--- src/rtl/fifo_rd_pkg.sv ---
// Shared types and sizing helpers for the FIFO line reader.
package fifo_rd_pkg;

  localparam int DATA_W_DEF = 32;

  typedef enum logic [1:0] {
    IDLE      = 2'd0,
    WAIT_FILL = 2'd1,
    READ      = 2'd2,
    DRAIN     = 2'd3
  } rd_state_e;

  // Width able to hold the values 0..depth (credit and occupancy counters).
  function automatic int cred_w(input int depth);
    return $clog2(depth + 1);
  endfunction

  // Width of an index over n items, never narrower than one bit.
  function automatic int cnt_w(input int n);
    return (n > 1) ? $clog2(n) : 1;
  endfunction

endpackage

--- src/rtl/rd_skid_buf.sv ---
// Small synchronous FIFO catching FIFO read data on the return path, so words
// already requested are never lost when the downstream stalls.
module rd_skid_buf
  import fifo_rd_pkg::*;
#(
  parameter int DEPTH  = 4,
  parameter int DATA_W = DATA_W_DEF
) (
  input  logic                     clk,
  input  logic                     rst_n,
  input  logic                     wr_en,
  input  logic [DATA_W-1:0]        wr_data,
  input  logic                     rd_en,
  output logic [DATA_W-1:0]        rd_data,
  output logic [cred_w(DEPTH)-1:0] count
);

  localparam int PTR_W = cnt_w(DEPTH);
  localparam int CNT_W = cred_w(DEPTH);
  localparam logic [PTR_W-1:0] PTR_LAST = PTR_W'(DEPTH - 1);
  localparam logic [CNT_W-1:0] CNT_FULL = CNT_W'(DEPTH);

  logic [DATA_W-1:0] mem [DEPTH];
  logic [PTR_W-1:0]  wr_ptr;
  logic [PTR_W-1:0]  rd_ptr;
  logic              do_wr;
  logic              do_rd;

  assign do_rd   = rd_en && (count != '0);
  assign do_wr   = wr_en && (count != CNT_FULL);
  assign rd_data = mem[rd_ptr];

  // Storage array; contents need no reset because count gates visibility.
  always_ff @(posedge clk) begin
    if (do_wr) mem[wr_ptr] <= wr_data;
  end

  // Pointer and occupancy tracking, flushed by reset.
  always_ff @(posedge clk) begin
    if (!rst_n) begin
      wr_ptr <= '0;
      rd_ptr <= '0;
      count  <= '0;
    end else begin
      if (do_wr) wr_ptr <= (wr_ptr == PTR_LAST) ? '0 : wr_ptr + 1'b1;
      if (do_rd) rd_ptr <= (rd_ptr == PTR_LAST) ? '0 : rd_ptr + 1'b1;
      case ({do_wr, do_rd})
        2'b10:   count <= count + 1'b1;
        2'b01:   count <= count - 1'b1;
        default: count <= count;
      endcase
    end
  end

endmodule

--- src/rtl/fifo_line_reader.sv ---
// Read-side controller for the pixel FIFO: waits for a full line, bursts one
// line of reads and presents the words as a framed valid/ready stream.
//
//   state     | meaning
//   ----------+-----------------------------------------------------------
//   IDLE      | no frame active, waiting for frame_start
//   WAIT_FILL | frame active, waiting until a whole line is buffered
//   READ      | issuing the line's reads, paced by FIFO data and credits
//   DRAIN     | all reads issued, waiting for the line's last word to leave
module fifo_line_reader
  import fifo_rd_pkg::*;
#(
  parameter int DATA_W      = DATA_W_DEF,
  parameter int LINE_WORDS  = 810,
  parameter int FRAME_LINES = 1920,
  parameter int RD_LAT      = 2
) (
  input  logic              rclk,
  input  logic              rrst_n,
  input  logic              frame_start,
  input  logic              fifo_prog_empty,
  input  logic              fifo_rempty,
  output logic              fifo_ren,
  input  logic [DATA_W-1:0] fifo_rdata,
  output logic              out_valid,
  input  logic              out_ready,
  output logic [DATA_W-1:0] out_data,
  output logic              out_sol,
  output logic              out_eol,
  output logic              out_eof,
  output logic              busy,
  output logic              frame_done,
  output logic              underrun,
  output logic              start_err
);

  // Skid depth covers every word in flight plus slack for one stalled
  // cycle, so issuing against credits never overruns the buffer.
  localparam int SKID_DEPTH = RD_LAT + 2;
  localparam int CRED_W     = cred_w(SKID_DEPTH);
  localparam int WCNT_W     = $clog2(LINE_WORDS + 1);
  localparam int LINE_W     = cnt_w(FRAME_LINES);
  localparam logic [WCNT_W-1:0] WORD_LAST = WCNT_W'(LINE_WORDS - 1);
  localparam logic [LINE_W-1:0] LINE_LAST = LINE_W'(FRAME_LINES - 1);
  localparam logic [CRED_W-1:0] CRED_MAX  = CRED_W'(SKID_DEPTH);

  rd_state_e         state;
  rd_state_e         state_nxt;
  logic [WCNT_W-1:0] rd_cnt;
  logic [WCNT_W-1:0] out_cnt;
  logic [LINE_W-1:0] line_cnt;
  logic [RD_LAT-1:0] tag_pipe;
  logic [CRED_W-1:0] inflight;
  logic [CRED_W-1:0] skid_cnt;
  logic [CRED_W-1:0] credits;
  logic [DATA_W-1:0] skid_data;
  logic              accept;
  logic              last_word;
  logic              line_done;
  logic              start_ok;

  assign out_valid = (skid_cnt != '0);
  assign out_data  = out_valid ? skid_data : '0;
  assign accept    = out_valid && out_ready;
  assign last_word = (out_cnt == WORD_LAST);
  assign line_done = accept && last_word;
  assign start_ok  = frame_start && (state == IDLE);
  assign busy      = (state != IDLE);
  assign out_sol   = out_valid && (out_cnt == '0);
  assign out_eol   = out_valid && last_word;
  assign out_eof   = out_eol && (line_cnt == LINE_LAST);
  assign credits   = CRED_MAX - inflight - skid_cnt;

  // Count reads still travelling through the FIFO output registers.
  always_comb begin
    inflight = '0;
    for (int i = 0; i < RD_LAT; i++) inflight = inflight + CRED_W'(tag_pipe[i]);
  end

  // State register.
  always_ff @(posedge rclk) begin
    if (!rrst_n) state <= IDLE;
    else         state <= state_nxt;
  end

  // Next-state logic and read enable; ren only ever asserted in READ.
  always_comb begin
    state_nxt = state;
    fifo_ren  = 1'b0;
    case (state)
      IDLE:      if (frame_start) state_nxt = WAIT_FILL;
      WAIT_FILL: if (!fifo_prog_empty) state_nxt = READ;
      READ: begin
        fifo_ren = !fifo_rempty && (credits != '0);
        if (fifo_ren && (rd_cnt == WORD_LAST)) state_nxt = DRAIN;
      end
      DRAIN: begin
        if (line_done) state_nxt = (line_cnt == LINE_LAST) ? IDLE : WAIT_FILL;
      end
      default: state_nxt = IDLE;
    endcase
  end

  // Issued/accepted word counters and line counter.
  always_ff @(posedge rclk) begin
    if (!rrst_n || start_ok) begin
      rd_cnt   <= '0;
      out_cnt  <= '0;
      line_cnt <= '0;
    end else begin
      if (line_done)     rd_cnt <= '0;
      else if (fifo_ren) rd_cnt <= rd_cnt + 1'b1;
      if (line_done)     out_cnt <= '0;
      else if (accept)   out_cnt <= out_cnt + 1'b1;
      if (line_done) line_cnt <= (line_cnt == LINE_LAST) ? '0 : line_cnt + 1'b1;
    end
  end

  // Tag pipeline marking which fifo_rdata cycles carry a requested word.
  always_ff @(posedge rclk) begin
    if (!rrst_n) begin
      tag_pipe <= '0;
    end else begin
      tag_pipe[0] <= fifo_ren;
      for (int i = 1; i < RD_LAT; i++) tag_pipe[i] <= tag_pipe[i-1];
    end
  end

  // Status flags: done pulse plus sticky error bits cleared by a new frame.
  always_ff @(posedge rclk) begin
    if (!rrst_n) begin
      frame_done <= 1'b0;
      underrun   <= 1'b0;
      start_err  <= 1'b0;
    end else begin
      frame_done <= line_done && (line_cnt == LINE_LAST);
      if (start_ok) begin
        underrun  <= 1'b0;
        start_err <= 1'b0;
      end else begin
        if ((state == READ) && fifo_rempty) underrun  <= 1'b1;
        if (frame_start && (state != IDLE)) start_err <= 1'b1;
      end
    end
  end

  rd_skid_buf #(
    .DEPTH  (SKID_DEPTH),
    .DATA_W (DATA_W)
  ) u_skid (
    .clk     (rclk),
    .rst_n   (rrst_n),
    .wr_en   (tag_pipe[RD_LAT-1]),
    .wr_data (fifo_rdata),
    .rd_en   (accept),
    .rd_data (skid_data),
    .count   (skid_cnt)
  );

endmodule

--- config.mk ---
export PLATFORM = sky130hd
export DESIGN_NAME = fifo_line_reader
export DESIGN_NICKNAME = d
export VERILOG_FILES = /design/src/rtl/fifo_rd_pkg.sv /design/src/rtl/rd_skid_buf.sv /design/src/rtl/fifo_line_reader.sv
export SDC_FILE = /design/constraint.sdc
export NUM_CORES = 1
export LEC_CHECK = 0
export BUFFER_PORTS_ARGS = -buffer_cell sky130_fd_sc_hd__buf_2
export CAP_MARGIN = 20
export CELL_PAD_IN_SITES_DETAIL_PLACEMENT = 1
export CELL_PAD_IN_SITES_GLOBAL_PLACEMENT = 2
export CORE_MARGIN = 2
export CORE_UTILIZATION = 45
export DETAILED_ROUTE_END_ITERATION = 8
export PLACE_DENSITY_LB_ADDON = 0.25
export SYNTH_ARGS = -nofsm -noshare
export SYNTH_HDL_FRONTEND = slang
export SYNTH_HIERARCHICAL = 1
export SYNTH_SLANG_ARGS = --single-unit
--- constraint.sdc ---
create_clock -name rclk -period 4.8 [get_ports rclk]
set_clock_uncertainty 0.15 [all_clocks]
set_input_delay 0.48 -clock rclk [delete_from_list [all_inputs] [get_ports rclk]]
set_output_delay 0.48 -clock rclk [all_outputs]
set_load 0.1 [all_outputs]
# Word-level counts from Yosys, hierarchy flattened
# Memories as Yosys holds them, arrays and structs flattened. A register that Yosys moved wholly into a read port is not among the register bits.
# Index checks and enable logic that the tools add are counted.
[word_totals] ff_bits=45 ramBits=128 in_bits=38 output_inout_bits=41 word_cells=79 memories=1
[op_classes] addsub=10 eq_ne=15 muxes=16 n_bitwise=1 reduce_logical=25
[mem_list] memory="u_skid.mem" words=4 width=32 rd=1 rd_clocked_by_memory_dff=1 write_ports=1 line_no="rd_skid_buf.sv:23" text="logic [DATA_W-1:0] mem [DEPTH];"
[op_table] operator="32-bit two-way mux" n=1
[op_table] operator="10-bit by 1-bit adder with 10-bit output (second input constant)" n=2
[op_table] operator="10-bit equality test (second input constant)" n=2
[op_table] operator="2-bit two-way mux" n=8
[op_table] operator="1-bit logical AND" n=13
[op_table] operator="11-bit by 1-bit adder with 11-bit output (second input constant)" n=1
[op_table] operator="11-bit equality test (second input constant)" n=1
[op_table] operator="11-bit two-way mux" n=1
[op_table] operator="2-bit equality test (second input constant)" n=5
[op_table] operator="10-bit zero test" n=1
[op_table] operator="2-bit != test (second input constant)" n=4
[op_table] operator="2-bit case mux with 4 select lines" n=1
[op_table] operator="3-bit case mux with 2 select lines" n=1
[op_table] operator="3-bit nonzero test" n=2
[op_table] operator="2-bit by 1-bit adder with 2-bit output (second input constant)" n=2
[op_table] operator="2-bit by 1-bit equality test with 1-bit output (second input constant)" n=2
[op_table] operator="1-bit two-way mux" n=4
[op_table] operator="4-bit AND reduction" n=1
[op_table] operator="2-bit nonzero test" n=2
[op_table] operator="2-bit OR reduction" n=2
[op_table] operator="3-bit by 1-bit adder with 3-bit output (second input constant)" n=1
[op_table] operator="3-bit != test (second input constant)" n=1
[op_table] operator="3-bit by 1-bit subtractor with 3-bit output (second input constant)" n=1
[op_table] operator="3-bit subtractor" n=1
[op_table] operator="6 further kinds" n=7

# Depth between registers and ports, before layout
# Gate-level depths: netlist of the first run.
[depth] depth_word=8 mapped_depth=11 ltp_nobuf=10

# Cells and area by module
# The synthesis of the first run kept the hierarchy.
[by_module_without_submodules] mod="rd_skid_buf" instances=1 cells_per_inst=221 area_per_inst_um2=5123.7 seq_area_each_um2=4023.9
[by_module_without_submodules] mod="fifo_line_reader" instances=1 cells_per_inst=258 area_per_inst_um2=2155.8 seq_area_each_um2=760.7

# Least setup slack after synthesis of the first run
# OpenSTA, ideal clock, no wires.
[synth_timing] kind="register -> output" startpoint="register out_cnt[2]" endpoint="output port out_eof" arrival_ps=4898 t_required_ps=4170 setup_slack_ps=-728 path_stages_with_launch=4 n_path_buf=0 path_cell_list="dfxtp_1 > or4_4 > nor4_1 > and2_1"
[synth_between] elab_chain_cells=3
[synth_rtl] item="start, declared" line_no="fifo_line_reader.sv:50" text="logic [WCNT_W-1:0] out_cnt;"
[synth_rtl] item="start signal, assigned" line_no="fifo_line_reader.sv:114" text="else if (accept) out_cnt <= out_cnt + 1'b1;"
[synth_rtl] item="10-bit equality test" line_no="fifo_line_reader.sv:65" text="assign last_word = (out_cnt == WORD_LAST);"
[synth_rtl] item="1-bit logical AND" line_no="fifo_line_reader.sv:70" text="assign out_eol = out_valid && last_word;"
[synth_rtl] item="net out_eol" line_no="fifo_line_reader.sv:29" text="output logic out_eol,"
[synth_rtl] item="1-bit logical AND" line_no="fifo_line_reader.sv:71" text="assign out_eof = out_eol && (line_cnt == LINE_LAST);"
[synth_rtl] item="end, declared" line_no="fifo_line_reader.sv:30" text="output logic out_eof,"
# The timed path passes the listed nets, and every way through them passes these cells.

# Final worst setup path of the first run
[layout_timing] startpoint="register tag_pipe[1]" endpoint="output port fifo_ren"
[layout_between] elab_chain_cells=6
[layout_rtl] item="start, declared" line_no="fifo_line_reader.sv:52" text="logic [RD_LAT-1:0] tag_pipe;"
[layout_rtl] item="start signal, assigned" line_no="fifo_line_reader.sv:122" text="tag_pipe <= '0;"
[layout_rtl] item="1-bit by 1-bit adder with 2-bit output" line_no="fifo_line_reader.sv:77" text="for (int i = 0; i < RD_LAT; i++) inflight = inflight + CRED_W'(tag_pipe[i]);"
[layout_rtl] item="3-bit subtractor (2 in series)" line_no="fifo_line_reader.sv:72" text="assign credits = CRED_MAX - inflight - skid_cnt;"
[layout_rtl] item="3-bit nonzero test" line_no="fifo_line_reader.sv:94" text="fifo_ren = !fifo_rempty && (credits != '0);"
[layout_rtl] item="1-bit logical AND" line_no="fifo_line_reader.sv:94"
[layout_rtl] item="1-bit two-way mux" line_no="fifo_line_reader.sv:90" text="case (state)"
[layout_rtl] item="end, declared" line_no="fifo_line_reader.sv:23" text="output logic fifo_ren,"
# No other way between the ends.

==> results.cfg, run 1 <==
[status]
status = finished, final reports clean

[grt]
grt_overflow_total = 0
antenna_found_initial = 1
grt_pass1_wl_um = 23200
grtUsageTotal_pct = 17.5
grt_pass1_vias = 4356
grt_start_max_net_pins = 34

[clocking]
clk_latency_ps = 420
max-clock-path-buffers = 2
clock-sinks = 175
cts_tree = done
htreeDepth = 4
path_clk_slew_ps = 60
cts_setup_buffers = 0
cts_buffers = 17
ctsHoldBuffers = 0
cts-root-buf = clkbuf_16
ctsResizeCount = 0

[cells_and_area]
antenna_cells = 0
multi_input_area_um2 = 2320
finish.instance_area_um2 = 8390
mostFrequentLayoutCells = 128 x edfxtp_1, 79 x buf_2, 46 x dfxtp_1
layout_commonest_cell = edfxtp_1
syn2layout_area_growth_pct = 15.2
nets = 622
ff_latch_area_um2 = 4790
fill_cells = 1588
drive_above_1_share_pct = 26.7

[logic_synthesis]
async_flop_share_pct = 0
synth_top_cell_area_share_pct = 52.8
synth_cells = 479
yosys-top-cells-area = edfxtp_1 53%, dfxtp_1 13%, mux4_2 9.0%, ha_1 3.4%, and2_1 3.3%
avgSynthCellArea_um2 = 15.2
synthFlopType = edfxtp_1
yosysTopAreaCell = edfxtp_1
ys_warn_count = 6
ys_ff_latch = 175
synthDistinctLibCells = 45
syn_area_um2 = 7280
yosysSeqAreaShare_pct = 65.7
synth_edf_count = 128
synth_nets = 538

[place]
gp_congestion = 0.688
postPlaceCellArea_um2 = 7860
io_buffers = 78
hpwl_um = 9300

[timing]
rsz0062_at_grt = no
relSlewSlack_pct = 40.4
max_freq_ghz = 0.308
setup_viol = 0
finalCriticalPeriod_ps = 3250
worstMarginPinSlew_ps = 894
setup_tns_ps = 0
hold_viol_final = 0
min_period_over_period_pct = 67.6
slew_viol_final = 0

[critical_path]
arrival_ps = 2620
cp-end-kind = primary output
crit_fanout = 11
critPathRequiredTime_ps = 4170
criticalPathCategory = flop to primary output
cp-start-kind = flop

[die]
die_h_um = 131
start_util_pct = 46.0
rows = 46
io_pins = 79
die_w_um = 131
dieArea_um2 = 17200
core_um2 = 15800

[drt]
vias_per_cell = 5.17
wl_per_cell_um = 17.8
postRouteAntennaNets = 0
drt_first_iter_violations = 230
drc = 0
dr_total_vias = 4094
totalWireLength_um = 14100
firstDrtPassIters = 4

[power]
vdd_drop_max_mv = 0.373
power_density_nw_per_um2 = 386
leakagePower_nw = 3.02

[job]
cap_violations = 0

[hold_path]
hold_path.class = primary input to flop
metal layers:
layer  GRT usage (%)  routed length (µm)
met1            22.4                6340
met2            28.9                7020
met3            4.59                 637
met4            6.22                  85
met5               0                  16
sequential cells by signal (all words and copies together), names as in the netlist, named ones only:
name           flops
line_cnt          11
underrun           1
state              2
rd_cnt            10
start_err          1
u_skid/rd_ptr      2
u_skid/mem       128
tag_pipe           2
u_skid/count       3
frame_done         1
out_cnt           10
u_skid/wr_ptr      2
critical path: stages (launching register included):
cell and delay (ps):
dfxtp_1 370, ha_1 200, ha_1 270, inv_1 40
ha_1 190, xor3_1 220, o311a_1 410, buf_2 510
stage by stage:
step	power, mW	setup slack (ps)	hold WS, ps	std cells	utilization (%)
finish	3.24	1550	118	792	53.0
floorplan	1.97	547	291	479	-
CTS	3.28	1460	95.6	791	52.9
global route	3.37	1350	106	792	53.0
global placement	2.04	1930	302	759	49.6
detailed placement	2.05	1870	311	759	49.6
synthesized netlist by cell type, drive strengths merged, types with 9 or more instances:
| library cell | instances |
|---|---|
| buf | 9 |
| ha | 20 |
| and3 | 15 |
| edfxtp | 128 |
| mux4 | 32 |
| inv | 19 |
| nand4 | 14 |
| nor2 | 32 |
| nand3 | 9 |
| o21ai | 10 |
| dfxtp | 47 |
| nand2 | 27 |
| and2 | 39 |
| xor2 | 20 |
power breakdown:
| part | internal [mW] | leakage [nW] | switching, mW | total [mW] |
|---|---|---|---|---|
| logic | 0.0850 | 1.24 | 0.266 | 0.351 |
| registers | 1.65 | 1.53 | 0.0189 | 1.66 |
| clock network | 0.661 | 0.245 | 0.561 | 1.22 |
| total | 2.39 | 3.02 | 0.846 | 3.24 |
layout make-up:
type,instances,area share (%)
flip-flops and latches,175,57.1
multi-input cells,268,27.6
clock buffers,19,5.16
repair buffers,82,4.98
well taps,216,3.22
clock inverters,13,1.07
inverters,19,0.850
path summary, 6_finish.rpt:
kind / start / endpoint / slack [ps] / depth (start not counted)
hold reg to reg: start_err$_SDFFE_PP0P_ / start_err$_SDFFE_PP0P_ / 330 / 2
hold / removal: fifo_rdata[8] / u_skid/mem[2][8]$_DFFE_PP_ / 120 / 1
setup reg to reg: u_skid/count[0]$_SDFFE_PN0P_ / u_skid/count[2]$_SDFFE_PN0P_ / 1960 / 10
setup / recovery: tag_pipe[1]$_SDFF_PN0_ / fifo_ren / 1550 / 7
cell families (layout without fill, tap and decap cells):
logic type / after synthesis / after routing / synth area share, %
adders and majority gates: 21 / 21 / 3.71
DFF: 175 / 175 / 65.7
and+or+nand+nor: 159 / 159 / 11.9
xor gates and xnor gates: 26 / 26 / 3.33
muxes: 35 / 35 / 10.5
buffers and inverters: 36 / 133 / 2.53
AOI/OAI and AO/OA: 27 / 27 / 2.34
No activity file was read; power rests on OpenSTA's default activity.
==> inputs of run 2 (changes only) <==
CORE_UTILIZATION = 42   (was 45)
clock period = 3.3 ns   (was 4.8 ns; I/O delays follow)
==> run 2 against run 1 <==
Net effect:
- clock power up 75%
- register-to-register slack got worse by 1400 ps
- critical path depth stayed put
- design area rose by 6.0%
- combinational power grew 57%
- sequential share of layout area decreased by 3.2 points
- die area rose by 6.9%
- sequential power increased by 46%
- count of clock-buffer cells in the layout down 1
- worst setup slack worse by 1300 ps
- non-clock buffer count grew 36
- worst hold slack got worse by 88 ps
- critical path type unchanged
- critical endpoint unchanged
==> results.cfg, run 2 (synthesis gave the netlist of run 1 again) <==
[timing]
slew_viol_final = 0
max_freq_ghz = 0.325
setup_viol = 0
setup_tns_ps = 0
min_period_over_period_pct = 93.3
worstMarginPinSlew_ps = 932
rsz0062_at_grt = no
finalCriticalPeriod_ps = 3080
relSlewSlack_pct = 37.9
finalWorstSetupSlack_ps = 223
hold_slack_ps = 29.5
hold_viol_final = 0

[status]
status = finished, final reports clean

[clocking]
clk_latency_ps = 430
max-clock-path-buffers = 2
cts_setup_buffers = 0
clock-sinks = 175
cts_tree = done
htreeDepth = 4
cts-root-buf = clkbuf_16
cts_buffers = 17
path_clk_slew_ps = 60

[grt]
grt_pass1_wl_um = 23600
grt_start_max_net_pins = 34
antenna_found_initial = 0
grt_pass1_vias = 4627
grt_overflow_total = 0
grtUsageTotal_pct = 17.1

[power]
p_seq_share_pct = 47.4
p_sw_mw = 1.27
p_total_mw = 5.10
p_sw_share_pct = 24.9
power_density_nw_per_um2 = 574
leakagePower_nw = 3.23
power_frac_clock_pct = 41.7
share_comb_of_total_power_pct = 10.8
vdd_drop_max_mv = 0.457
power.internal_mw = 3.83

[drt]
drc = 0
totalWireLength_um = 14800
dr_total_vias = 4316
postRouteAntennaNets = 0
vias_per_cell = 5.16
drt_first_iter_violations = 186
wl_per_cell_um = 17.6
firstDrtPassIters = 4

[die]
rows = 48
io_pins = 79
dieArea_um2 = 18400
start_util_pct = 42.5
core_um2 = 17100
die_h_um = 136
die_w_um = 136

[cells_and_area]
syn2layout_area_growth_pct = 22.1
fill_cells = 1682
antenna_cells = 0
mostFrequentLayoutCells = 128 x edfxtp_1, 78 x buf_2, 45 x dfxtp_1
reg_top3 = u_skid/mem (128), line_cnt (11)
drive_above_1_share_pct = 26.3
largest_reg_flops = 128
layout_commonest_cell = edfxtp_1
finish.instance_area_um2 = 8890
nets = 658
regMostFlops = u_skid/mem

[critical_path]
arrival_ps = 2600
cp-end-kind = primary output
r2r_slack_ps = 550
criticalPathCategory = flop to primary output
crit_fanout = 11
critPathRequiredTime_ps = 2820
cp-start-kind = flop

[place]
gp_congestion = 0.752
postPlaceCellArea_um2 = 7930
hpwl_um = 9370
io_buffers = 78
pre_cts_ws_ps = 576

[hold_path]
hold_path.class = primary input to flop

[job]
cap_violations = 0
run 2: changes by cell type in the layout (fill, tap and decap cells not counted), sizes merged:
cell,before,now
clkinvlp,5,2
clkbuf,19,18
buf,82,85
dlygate4sd3,0,33
clkinv,5,3
inv,22,24
bufinv,0,4
run 2: path summary, 6_finish.rpt:
check | start | endpoint | depth (start not counted)
hold / removal | fifo_rempty | underrun$_SDFFE_PP0P_ | 3
setup / recovery | tag_pipe[1]$_SDFF_PN0_ | fifo_ren | 7
setup reg to reg | tag_pipe[1]$_SDFF_PN0_ | rd_cnt[7]$_SDFFE_PP0P_ | 9
hold reg to reg | start_err$_SDFFE_PP0P_ | start_err$_SDFFE_PP0P_ | 2
run 2: per-layer routing:
metal,share of wire (%),GRT usage (%)
met1,43,20.5
met3,3.5,3.70
met4,1.6,6.77
met5,0,0
met2,52,30.1
run 2: worst max-delay path, cell delays in order, from the launching register on:
cell	delay [ps]
dfxtp_1	360
ha_1	200
ha_1	270
inv_1	40
ha_1	190
xor3_1	210
o311a_1	390
buf_2	510
run 2: power groups by stage:
stage          clock [mW]  sequential [mW]  combinational (mW)
2_1_floorplan           0             2.49               0.373
3_3_place_gp            0             2.47               0.513
3_5_place_dp            0             2.47               0.524
4_1_cts              2.19             2.42               0.556
5_1_grt              2.27             2.43               0.595
6_report             2.13             2.42               0.552
run 2: what timing repair did:
item	in CTS	in global routing
gates resized for setup	0	0
hold endpoints to repair	129	0
hold buffers	33	0
run 2: metrics by stage:
stage          utilization (%)  instances
3_5_place_dp              46.3        772
5_1_grt                   51.9        837
3_3_place_gp              46.3        772
4_1_cts                   51.9        837
2_1_floorplan                -        479
6_report                  51.9        837
run 2: final cells by class:
class                      instances  area (µm²)  area share [%]
clock inverter                    14         203            2.28
timing repair buffer             118         786            8.84
sequential                       175        4790            53.9
tap                              225         282            3.17
clock buffer                      18         429            4.83
inverter                          19        71.3           0.802
multi-input combinational        268        2330            26.2
